## src/rtl/mmio_timer_pkg.sv

```systemverilog
// Shared definitions for the memory-mapped timer: register byte offsets,
// CTRL field positions and the packed CTRL register layout.
package mmio_pkg;

    localparam logic [4:0] MTIME_LO_OFS = 5'h00;
    localparam logic [4:0] MTIME_HI_OFS = 5'h04;
    localparam logic [4:0] CMP_LO_OFS   = 5'h08;
    localparam logic [4:0] CMP_HI_OFS   = 5'h0C;
    localparam logic [4:0] CTRL_OFS     = 5'h10;
    localparam logic [4:0] STATUS_OFS   = 5'h14;

    localparam int CTRL_EN_BIT  = 0;
    localparam int CTRL_IE_BIT  = 1;
    localparam int CTRL_DIV_LSB = 8;
    localparam int STATUS_PEND_BIT = 0;

    typedef struct packed {
        logic [7:0] div;
        logic       ie;
        logic       en;
    } ctrl_t;

    // Software view of CTRL; unimplemented bits read as zero.
    function automatic logic [31:0] ctrl_to_word(input ctrl_t c);
        logic [31:0] w;
        w = '0;
        w[CTRL_EN_BIT]         = c.en;
        w[CTRL_IE_BIT]         = c.ie;
        w[CTRL_DIV_LSB +: 8]   = c.div;
        return w;
    endfunction

endpackage

```

## src/rtl/mmio_timer_if.sv

```systemverilog
// Data-memory bus as seen by the timer: the CPU drives the request side,
// the timer answers with combinational read data, window hit and its IRQ.
interface mmio_timer_if;
    logic        WE;
    logic        RE;
    logic [31:0] A;
    logic [31:0] WD;
    logic [31:0] RD;
    logic        Hit;
    logic        Irq;

    modport master (output WE, RE, A, WD, input RD, Hit, Irq);
    modport slave  (input WE, RE, A, WD, output RD, Hit, Irq);
endinterface

```

## src/rtl/mmio_timer_tick_gen.sv

```systemverilog
// Prescaler for the timer: counts 0..div while enabled and pulses tick on
// the cycle the count equals div. Disabling or restarting parks it at 0.
module tick_gen (
    input  logic       clk,
    input  logic       rst,
    input  logic       en,
    input  logic [7:0] div,
    input  logic       restart,
    output logic       tick
);

    logic [7:0] r_count;
    logic       w_tick;

    // Tick is taken from the pre-edge count, so a restart in the same cycle
    // still lets a due tick through.
    assign w_tick = en && (r_count == div);
    assign tick   = w_tick;

    // Prescale counter: wrap after the terminal count, hold 0 when idle.
    always_ff @(posedge clk or posedge rst) begin
        if (rst) begin
            r_count <= 8'd0;
        end else if (restart || !en || w_tick) begin
            r_count <= 8'd0;
        end else begin
            r_count <= r_count + 8'd1;
        end
    end

endmodule

```

## src/rtl/mmio_timer.sv

```systemverilog
// Memory-mapped 64-bit timer sitting beside dmem on the CPU data bus.
// Decodes a 32-byte window, provides free-running MTIME, a compare register,
// CTRL/STATUS and a registered level interrupt.
module mmio_timer
    import mmio_pkg::*;
#(
    parameter logic [31:0] BASE_ADDR = 32'h0000_2000,
    parameter logic [7:0]  DIV_RST   = 8'd0
) (
    input  logic         clk,
    input  logic         rst,
    mmio_timer_if.slave  bus
);

    logic        w_hit;
    logic [4:0]  w_ofs;
    logic        w_wr;
    logic        w_wr_mlo;
    logic        w_wr_mhi;
    logic        w_wr_clo;
    logic        w_wr_chi;
    logic        w_wr_ctrl;
    logic        w_clr;
    logic        w_tick;
    logic        w_match;
    logic        w_pend_next;
    logic        w_ie_next;
    logic [31:0] w_rd;
    ctrl_t       w_ctrl_wd;
    logic        w_unused_a;

    logic [63:0] r_mtime;
    logic [63:0] r_cmp;
    ctrl_t       r_ctrl;
    logic        r_pend;
    logic        r_irq;

    // Word access only; the byte lanes of the address are deliberately dropped.
    assign w_unused_a = &{1'b0, bus.A[1:0]};

    assign w_hit = (bus.A[31:5] == BASE_ADDR[31:5]);
    assign w_ofs = {bus.A[4:2], 2'b00};
    assign w_wr  = bus.WE && w_hit;

    assign w_wr_mlo  = w_wr && (w_ofs == MTIME_LO_OFS);
    assign w_wr_mhi  = w_wr && (w_ofs == MTIME_HI_OFS);
    assign w_wr_clo  = w_wr && (w_ofs == CMP_LO_OFS);
    assign w_wr_chi  = w_wr && (w_ofs == CMP_HI_OFS);
    assign w_wr_ctrl = w_wr && (w_ofs == CTRL_OFS);
    assign w_clr     = w_wr && (w_ofs == STATUS_OFS) && bus.WD[STATUS_PEND_BIT];

    assign w_ctrl_wd.div = bus.WD[CTRL_DIV_LSB +: 8];
    assign w_ctrl_wd.ie  = bus.WD[CTRL_IE_BIT];
    assign w_ctrl_wd.en  = bus.WD[CTRL_EN_BIT];

    // Match uses registered values only, so a write lands one cycle before
    // it can influence PEND. Setting wins over a simultaneous clear.
    assign w_match     = (r_mtime >= r_cmp);
    assign w_pend_next = w_match || (r_pend && !w_clr);
    assign w_ie_next   = w_wr_ctrl ? w_ctrl_wd.ie : r_ctrl.ie;

    tick_gen u_tick_gen (
        .clk     (clk),
        .rst     (rst),
        .en      (r_ctrl.en),
        .div     (r_ctrl.div),
        .restart (w_wr_ctrl),
        .tick    (w_tick)
    );

    // MTIME: a software write to either half suppresses that cycle's increment
    // and leaves the other half at its pre-edge value.
    always_ff @(posedge clk or posedge rst) begin
        if (rst) begin
            r_mtime <= 64'd0;
        end else if (w_wr_mlo) begin
            r_mtime[31:0] <= bus.WD;
        end else if (w_wr_mhi) begin
            r_mtime[63:32] <= bus.WD;
        end else if (w_tick) begin
            r_mtime <= r_mtime + 64'd1;
        end
    end

    // Compare register, written a half at a time.
    always_ff @(posedge clk or posedge rst) begin
        if (rst) begin
            r_cmp <= '1;
        end else begin
            if (w_wr_clo) begin
                r_cmp[31:0] <= bus.WD;
            end
            if (w_wr_chi) begin
                r_cmp[63:32] <= bus.WD;
            end
        end
    end

    // Control register: enable, interrupt enable and prescale divider.
    always_ff @(posedge clk or posedge rst) begin
        if (rst) begin
            r_ctrl <= '{div: DIV_RST, ie: 1'b0, en: 1'b0};
        end else if (w_wr_ctrl) begin
            r_ctrl <= w_ctrl_wd;
        end
    end

    // Pending flag and interrupt line; Irq follows next-state values so it
    // rises together with PEND and drops on the clearing edge.
    always_ff @(posedge clk or posedge rst) begin
        if (rst) begin
            r_pend <= 1'b0;
            r_irq  <= 1'b0;
        end else begin
            r_pend <= w_pend_next;
            r_irq  <= w_pend_next && w_ie_next;
        end
    end

    // Zero-latency read mux; unselected or reserved addresses return zero.
    always_comb begin
        w_rd = 32'h0;
        if (bus.RE && w_hit) begin
            case (w_ofs)
                MTIME_LO_OFS: w_rd = r_mtime[31:0];
                MTIME_HI_OFS: w_rd = r_mtime[63:32];
                CMP_LO_OFS:   w_rd = r_cmp[31:0];
                CMP_HI_OFS:   w_rd = r_cmp[63:32];
                CTRL_OFS:     w_rd = ctrl_to_word(r_ctrl);
                STATUS_OFS:   w_rd = {31'h0, r_pend};
                default:      w_rd = 32'h0;
            endcase
        end
    end

    assign bus.RD  = w_rd;
    assign bus.Hit = w_hit;
    assign bus.Irq = r_irq;

endmodule

```

## src/flat_wrapper.sv

```systemverilog
// flat-port wrapper written by rule: the top's interface ports become plain ports
module mmio_timer_flat import mmio_pkg::*;
#(
    parameter logic [31:0] BASE_ADDR = 32'h0000_2000,
    parameter logic [7:0]  DIV_RST   = 8'd0
)
  (clk, rst, bus_WE, bus_RE, bus_A, bus_WD, bus_RD, bus_Hit, bus_Irq);
  mmio_timer_if bus_i ();
  input  logic clk;
  input  logic rst;
  input wire logic [$bits(bus_i.WE)-1:0] bus_WE;
  input wire logic [$bits(bus_i.RE)-1:0] bus_RE;
  input wire logic [$bits(bus_i.A)-1:0] bus_A;
  input wire logic [$bits(bus_i.WD)-1:0] bus_WD;
  output wire logic [$bits(bus_i.RD)-1:0] bus_RD;
  output wire logic [$bits(bus_i.Hit)-1:0] bus_Hit;
  output wire logic [$bits(bus_i.Irq)-1:0] bus_Irq;
  assign bus_i.WE = bus_WE;
  assign bus_i.RE = bus_RE;
  assign bus_i.A = bus_A;
  assign bus_i.WD = bus_WD;
  assign bus_RD = bus_i.RD;
  assign bus_Hit = bus_i.Hit;
  assign bus_Irq = bus_i.Irq;
  mmio_timer #(.BASE_ADDR(BASE_ADDR), .DIV_RST(DIV_RST)) u_core (.clk(clk), .rst(rst), .bus(bus_i));
endmodule
```

## config.mk

```make
export PLATFORM = sky130hd
export DESIGN_NAME = mmio_timer_flat
export DESIGN_NICKNAME = d
export VERILOG_FILES = /design/src/rtl/mmio_timer_pkg.sv /design/src/rtl/mmio_timer_if.sv /design/src/rtl/mmio_timer_tick_gen.sv /design/src/rtl/mmio_timer.sv /design/src/flat_wrapper.sv
export SDC_FILE = /design/constraint.sdc
export NUM_CORES = 1
export LEC_CHECK = 0
export ABC_AREA = 1
export CORE_MARGIN = 1
export CORE_UTILIZATION = 50
export CTS_CLUSTER_SIZE = 24
export DETAILED_ROUTE_END_ITERATION = 8
export PLACE_DENSITY = 0.71
export SLEW_MARGIN = 20
export SYNTH_ARGS = -nofsm -noshare
export SYNTH_HDL_FRONTEND = slang
export SYNTH_HIERARCHICAL = 1
export SYNTH_SLANG_ARGS = --single-unit
```

## constraint.sdc

```tcl
create_clock -name clk -period 7.4 [get_ports clk]
set_input_delay 0.74 -clock clk [delete_from_list [all_inputs] [get_ports clk]]
set_output_delay 0.74 -clock clk [all_outputs]
set_load 0.1 [all_outputs]
```

Yosys cells after proc, flatten, opt, wreduce, memory -nomap -nowiden:

Cells that the tools add are included.

* $add $sub $neg: 2
* multiply operators: 0
* divide/modulo/power cells: 0
* $lt $le $gt $ge: 1
* eq/ne operators: 8
* shift-type cells: 0
* multiplexer cells: 8
* bitwise gates (word level): 1
* reduce and logical (&&, ||, !) cells: 22

Operator list (count)
* one-hot mux 32 bit (6 select lines): 1
* two-way mux 32 bit: 4
* adder 64 x 1 -> 64 bit (second input constant): 1
* greater-or-equal comparator 64 bit: 1
* two-way mux 64 bit: 1
* equality test 27 x 9 -> 1 bit (second input constant): 1
* logical AND 1 bit: 12
* adder 8 x 1 -> 8 bit (second input constant): 1
* equality test 8 bit: 1
* two-way mux 8 bit: 1
* equality test 3 x 2 -> 1 bit (second input constant): 2
* equality test 3 bit (second input constant): 2
* zero test 5 bit: 1
* AND reduction 2 bit: 2
* nonzero test 2 bit: 2
* equality test 3 x 1 -> 1 bit (second input constant): 1
* logical OR 1 bit: 3
* zero test 1 bit: 2
* inequality test 2 x 1 -> 1 bit (second input constant): 1
* two-way mux 1 bit: 1
* inverter 1 bit: 1

* register bits after elaboration: 148
* bits in latches: 0
* bits in writable memories: 0
* memory bits (read-only): 0
* input port bits: 68
* output and inout port bits: 34
* memories kept: 0

Logic depth before layout (Yosys ltp):

Gate-level depths: netlist of the first run.

* depth in word-level cells: 8
* mapped depth: 15
* gate-level depth less buffers: 15

Hierarchy:

The synthesis of the first run kept the hierarchy.

By module, submodules not included
* mmio_timer: times used 1, cells an instance 1600, area each 10585.2 um^2, seq. area each 3583.4 um^2
* tick_gen: times used 1, cells an instance 83, area each 584.3 um^2, seq. area each 200.2 um^2

Worst setup path before layout of the first run:

OpenSTA, ideal clock, no wires.

* path kind: input port to output port
* from: input port bus_A[28]
* to: output port bus_RD[18]
* arrival time: 3.530 ns
* data required time: 6.660 ns
* slack: 3.130 ns
* stages on the path: 8
* buffers on the path: 1
* cells stage by stage: nor2_1 nand2_1 nor2_1 nand2_1 nor2_8 o211ai_1 clkbuf_1 a41oi_1

* cells in the longest elaborated chain, start to end: 3

Ends and longest elaborated chain
* from (decl): line flat_wrapper.sv:13 `input wire logic [$bits(bus_i.A)-1:0] bus_A;`
* equality test 27 x 9 -> 1 bit: line mmio_timer.sv:41 `assign w_hit = (bus.A[31:5] == BASE_ADDR[31:5]);`
* named net bus_Hit: line flat_wrapper.sv:16 `output wire logic [$bits(bus_i.Hit)-1:0] bus_Hit;`
* logical AND 1 bit: line mmio_timer.sv:123 `if (bus.RE && w_hit) begin`
* two-way mux 32 bit: line mmio_timer.sv:123
* to (decl): line flat_wrapper.sv:15 `output wire logic [$bits(bus_i.RD)-1:0] bus_RD;`

The timed path passes the listed nets, and every way through them passes these cells.

Worst setup path after layout of the first run:

* from: input port bus_A[3]
* to: output port bus_RD[7]

* cells in the longest elaborated chain, start to end: 3

Ends and longest elaborated chain
* equality test 3 bit (tied with other cells): line mmio_timer.sv:124 `case (w_ofs)`
* one-hot mux 32 bit (6 select lines) *: line mmio_timer.sv:124
* two-way mux 32 bit *: line mmio_timer.sv:123

Mark *: on every way between the ends. The rest lies on a longest branch, timed or not.

==> results of run 1 <==
## stage by stage
step	total power, µW	area [µm²]
final	1800	13000
after global routing	1850	13000
after CTS	1810	13000
after detailed placement	923	12400
after global placement	922	12400
after floorplan	861	11200
## area by class of cell
cell class	count	area (µm²)	area share [%]
Sequential cell	148	3780	29.1
Inverter	201	759	5.85
Tap cell	280	350	2.70
Multi-Input combinational cell	1287	6420	49.4
Clock buffer	21	482	3.71
Clock inverter	11	116	0.896
Timing Repair Buffer	110	1070	8.27
## where the power goes
| group | internal [µW] | switching [µW] | leakage [µW] | total [µW] |
|---|---|---|---|---|
| sequential | 811 | 0.0000394 | 0.00167 | 811 |
| clock | 508 | 385 | 0.000290 | 892 |
| combinational | 40.2 | 59.6 | 0.00390 | 99.8 |
## cells by family after synthesis
logic type | share of synthesized area (%)
XOR/XNOR | 3.22
flip-flops | 33.9
adder cells (fa/ha/maj) | 7.39
AO/OA/AOI/OAI | 10.2
buffers and inverters | 8.75
AND/OR/NAND/NOR | 36.5
## state kept, by name, indices dropped and copies added (netlist names)
register	flops
u_core/u_tick_gen/r_count	8
u_core/r_mtime	64
u_core/bus.Irq	1
u_core/r_ctrl	10
u_core/r_cmp	64
u_core/r_pend	1
## worst max path at each step
stage	depth (start not counted)	endpoint	startpoint	slack (ns)
after global routing	8	bus_RD[7]	bus_A[3]	2.32
after detailed placement	8	bus_RD[7]	bus_A[3]	2.50
after floorplan	1	u_core/bus.Irq	rst	3.01
after global placement	8	bus_RD[7]	bus_A[3]	2.60
after CTS	8	bus_RD[7]	bus_A[3]	2.49
final	8	bus_RD[7]	bus_A[3]	2.43
## worst reg2reg max path, cell delays in order, from the launching register on
cell,delay (ns)
dfrtp_1,0.45
xnor2_1,0.18
nand3_1,0.08
or2_2,0.27
nor2_1,0.28
inv_1,0.07
nand2_1,0.08
nand2_2,0.53
inv_2,0.75
nand3_1,0.18
nand2_1,0.09
## layer usage
layer  vias up  part of all wire (%)  GRT usage [%]
met4         0                   2.9           11.7
met2       474                    46           57.0
met5         -                     0              0
met1      5496                    43           46.2
met3        63                   8.1           7.22
li1       5568                     -              -
## Yosys cell counts, drive strengths merged (13+ instances only)
cell type and count:
xor2 28, o22ai 28, inv 200, nand3 115, nor3 21, xnor2 13
a21oi 33, a221oi 15, nand2 590, ha 66, clkbuf 25, nor2 221
dfrtp 84, buf 22, nand4 24, o21ai 87, dfstp 64
==> metrics.txt, run 1 <==
status=complete, no violations; RSZ-0062 raised after global routing=false; Core Box Area=21900 µm²; antenna diode count=0; largest net degree at the start of global routing=72; Post-Synthesis Cells=1683; reg2reg end=u_core/r_mtime[52]; Fmax=201 MHz; Cell Area, Synth=11200 µm²; Leakage=0.00586 µW; gpl congestion=1.01; first-pass GRT wire length=59400 µm; vias=11.6k; CTS max path bufs=2; post-synthesis sequential area ratio=33.9%; Setup TNS=0 ns; total gr overflow=0; Pwr Density=139 nW/µm²; # DRC=0; H-tree Lvls=4; Slew @ Worst Pin=1.22 ns; layout cells sized above 1=7.37%; Synth Net Count=1817; CTS tree=yes; Worst Hold Slack=0.490 ns; initial antenna violation count=0; Slew headroom=18.4%; placed cells=2026; Layout fillers=2074; maxcap violations=0; Root Buffer=clkbuf_16; # hold bufs at CTS=0; die area=22900 µm²; top_reg_cell synth=dfrtp_1; vias in the first global route=10.6k; number of synthesized flops with an enable pin=0; Final period util=67.2%; dpl hpwl=29100 µm; fin crit period=4.97 ns; Clock Latency Late Sink=0.44 ns; WHS Path Cells=2; Layout Cells excl Fill=2058; final core occ=59.3%; synth warn=6; commonest non-fill, non-tap cell in the layout=nand2_1; Layout Nets=1899; synthesis-stage register bit count=148; Yosys top cell area share=19.6%; vias per cell=5.64; setup repair bufs after CTS=0; clk sinks=148; DR pass1 iterations=5; final setup violation count=0; number of DRC markers in iteration 0=1101; Critical Path, Cell by Cell=clkdlybuf4s50_1 > nor2_1 > nand2_1 > inv_1 > buf_4 > nand2_1 > a41oi_1 > clkdlybuf4s50_1; Final Hold Viols=0; Critical path buffers and inverters=4; Num CTS Buffers=17; final worst slack=2.43 ns; Layout area overhead=16.3%; worst reg2reg setup slack=4.38 ns; FF-to-FF Start=u_core/r_ctrl[9]; Max IR drop VDD=0.000124 V; crit end category=output pin; Arr. time, crit path=4.23 ns; Worst Hold Path EP=u_core/r_cmp[24]; commonest non-fill, non-tap cells in the layout=nand2_1 (584), nor2_1 (215), inv_1 (195); WL final=39000 µm; CP max FO=16; Area contributors post-synth=nand2_1 (20%), dfrtp_1 (19%), dfstp_2 (15%); Routed Antenna Nets=0; worst min path class=flop to flop; Routed WL per cell=18.9 µm; Slew Viols, Final=0; Die Span Y=151 µm; initial core utilization=51.0%; fraction of registers with async set or reset after synthesis=100%; Clock Skew=0.0115 ns; CP peak stage delay=1.20 ns; Post-Place Worst Slack=2.50 ns; critical path's top delay family=buffers and inverters; worst reg2reg path depth=10; Netlist cell types=47; die span in x=151 µm; Mean Syn Cell Area=6.64 µm²; Required @ worst endpoint=6.66 ns; Hold Crit Start=u_core/r_cmp[24]; io pins=102; # rows=54; slowest CP cell=clkdlybuf4s50_1; Global Route Usage Sum=35.1%; startpoint types=primary input; Resized cells post-CTS=0; clock-pin transition on the worst setup and hold timing paths=0.06 ns; CP Class=primary input to output pin; buffers added on ports=99; Synth area leader=nand2_1
Note: power is estimated with default switching activity, not from simulation.
==> run 2, diff against run 1 <==
==> constraint.sdc (replaced) <==
create_clock -name clk -period 4.65 [get_ports clk]
set_input_delay 0.465 -clock clk [delete_from_list [all_inputs] [get_ports clk]]
set_output_delay 0.465 -clock clk [all_outputs]
set_load 0.1 [all_outputs]
==> run 2 against run 1 <==
Effect of this change: final area decreased by 0.27%; highest routed layer unchanged; combinational power increased by 60%; first-iteration DRC count increased by 3.9%; critical endpoint unchanged; sequential share of layout area increased by 0.079 points; global-route usage about the same; non-clock buffer count increased by 4; clock skew increased by 0.0043 ns; core utilization decreased by 0.16 points; clock power increased by 55%; cell count increased by 0.19%.
==> metrics.txt, run 2 (synthesis gave the netlist of run 1 again) <==
H-tree Lvls=4; Final period util=74.3%; CP Class=primary input to output pin; fin crit period=3.45 ns; vias per cell=5.57; vias in the first global route=10.6k; Max IR drop VDD=0.000162 V; commonest non-fill, non-tap cell in the layout=nand2_1; DR pass1 iterations=6; dpl hpwl=29500 µm; Resized cells post-CTS=0; first-pass GRT wire length=59800 µm; antenna diode count=0; CTS max path bufs=2; gpl congestion=0.991; final core occ=59.2%; Die Span Y=151 µm; setup repair bufs after CTS=0; final setup violation count=0; Layout area overhead=16.0%; worst min path class=primary input to asynchronous set/reset pin; placed cells=2030; clock-pin transition on the worst setup and hold timing paths=0.07 ns; Clock Latency Late Sink=0.44 ns; Final Hold Viols=0; WL final=38900 µm; CP max FO=16; Routed Antenna Nets=0; Setup TNS=0 ns; Slew @ Worst Pin=1.02 ns; # DRC=0; crit end category=output pin; Leakage=0.00591 µW; startpoint types=primary input; Fmax=290 MHz; # rows=54; maxcap violations=0; total gr overflow=0; Pwr Density=218 nW/µm²; clk sinks=148; Clock Skew=0.0158 ns; die span in x=151 µm; buffers added on ports=99; vias=11.5k; commonest non-fill, non-tap cells in the layout=nand2_1 (584), nor2_1 (215), inv_1 (195); die area=22900 µm²; layout cells sized above 1=9.37%; Root Buffer=clkbuf_16; # hold bufs at CTS=0; Layout Cells excl Fill=2062; Slew headroom=31.3%; CTS tree=yes; Required @ worst endpoint=4.18 ns; io pins=102; Arr. time, crit path=2.99 ns; Slew Viols, Final=0; largest net degree at the start of global routing=96; Core Box Area=21900 µm²; Global Route Usage Sum=35.1%; largest registers=u_core/r_cmp x64, u_core/r_mtime x64, u_core/r_ctrl x10; number of DRC markers in iteration 0=1144; RSZ-0062 raised after global routing=false; Num CTS Buffers=17; status=complete, no violations; initial core utilization=51.0%; initial antenna violation count=0; Layout Nets=1903; Routed WL per cell=18.9 µm
run 2: changes by cell type in the layout (fill, tap and decap cells not counted), moves of 3 or more:
| cell | before | now |
|---|---|---|
| buf_12 | 0 | 3 |
| buf_4 | 11 | 44 |
| clkdlybuf4s50_1 | 99 | 67 |
| clkinv_4 | 6 | 1 |
| clkinvlp_4 | 1 | 6 |
run 2: worst paths after layout:
kind / from / endpoint / slack (ns) / cells after the start
worst max-delay path: bus_A[3] / bus_RD[7] / 1.20 / 8
worst min-delay path: rst / u_core/u_tick_gen/r_count[2] / 0.39 / 2
worst max register to register: u_core/r_ctrl[9] / u_core/r_mtime[48] / 1.91 / 10
worst min register to register: u_core/r_cmp[21] / u_core/r_cmp[21] / 0.49 / 2
max in group asynchronous: rst / u_core/r_cmp[62] / 3.12 / 3
min in group clk: u_core/r_cmp[21] / u_core/r_cmp[21] / 0.49 / 2
run 2: power breakdown:
group / switching, µW / internal, µW / leakage, µW
registers: 0.0000627 / 1290 / 0.00167
logic: 94.7 / 65.6 / 0.00398
clock network: 606 / 772 / 0.000262
total: 700 / 2130 / 0.00591
run 2: area by class of cell:
class / instances / area [µm²]
Clock buffer: 20 / 457
Clock inverter: 12 / 119
Fill cell: 2166 / 8940
Inverter: 201 / 759
Multi-Input combinational cell: 1287 / 6420
Sequential cell: 148 / 3780
Tap cell: 280 / 350
Timing Repair Buffer: 114 / 1060
run 2: layer usage:
layer | part of all wire, % | GRT usage [%] | vias to the layer above
met2 | 46 | 56.7 | 472
met1 | 43 | 47.5 | 5378
met3 | 7.8 | 5.60 | 68
met5 | 0 | 0 | -
li1 | - | - | 5573
met4 | 2.7 | 11.8 | 0
run 2: worst max-delay path, cell delays in order:
cell	delay, ns
clkdlybuf4s50_1	0.48
nor2_1	0.19
nand2_1	0.27
inv_1	0.67
buf_12	0.25
nand2_1	0.06
a41oi_1	0.25
buf_4	0.33
run 2: stage by stage:
stage | power [µW] | hold WS [ns] | setup slack (ns) | area, µm²
after floorplan | 1370 | 0.281 | 0.538 | 11200
after global placement | 1470 | 0.478 | 1.36 | 12400
after detailed placement | 1470 | 0.484 | 1.30 | 12400
after CTS | 2850 | 0.389 | 1.29 | 12900
after global routing | 2910 | 0.418 | 1.11 | 13000
final | 2830 | 0.393 | 1.20 | 13000
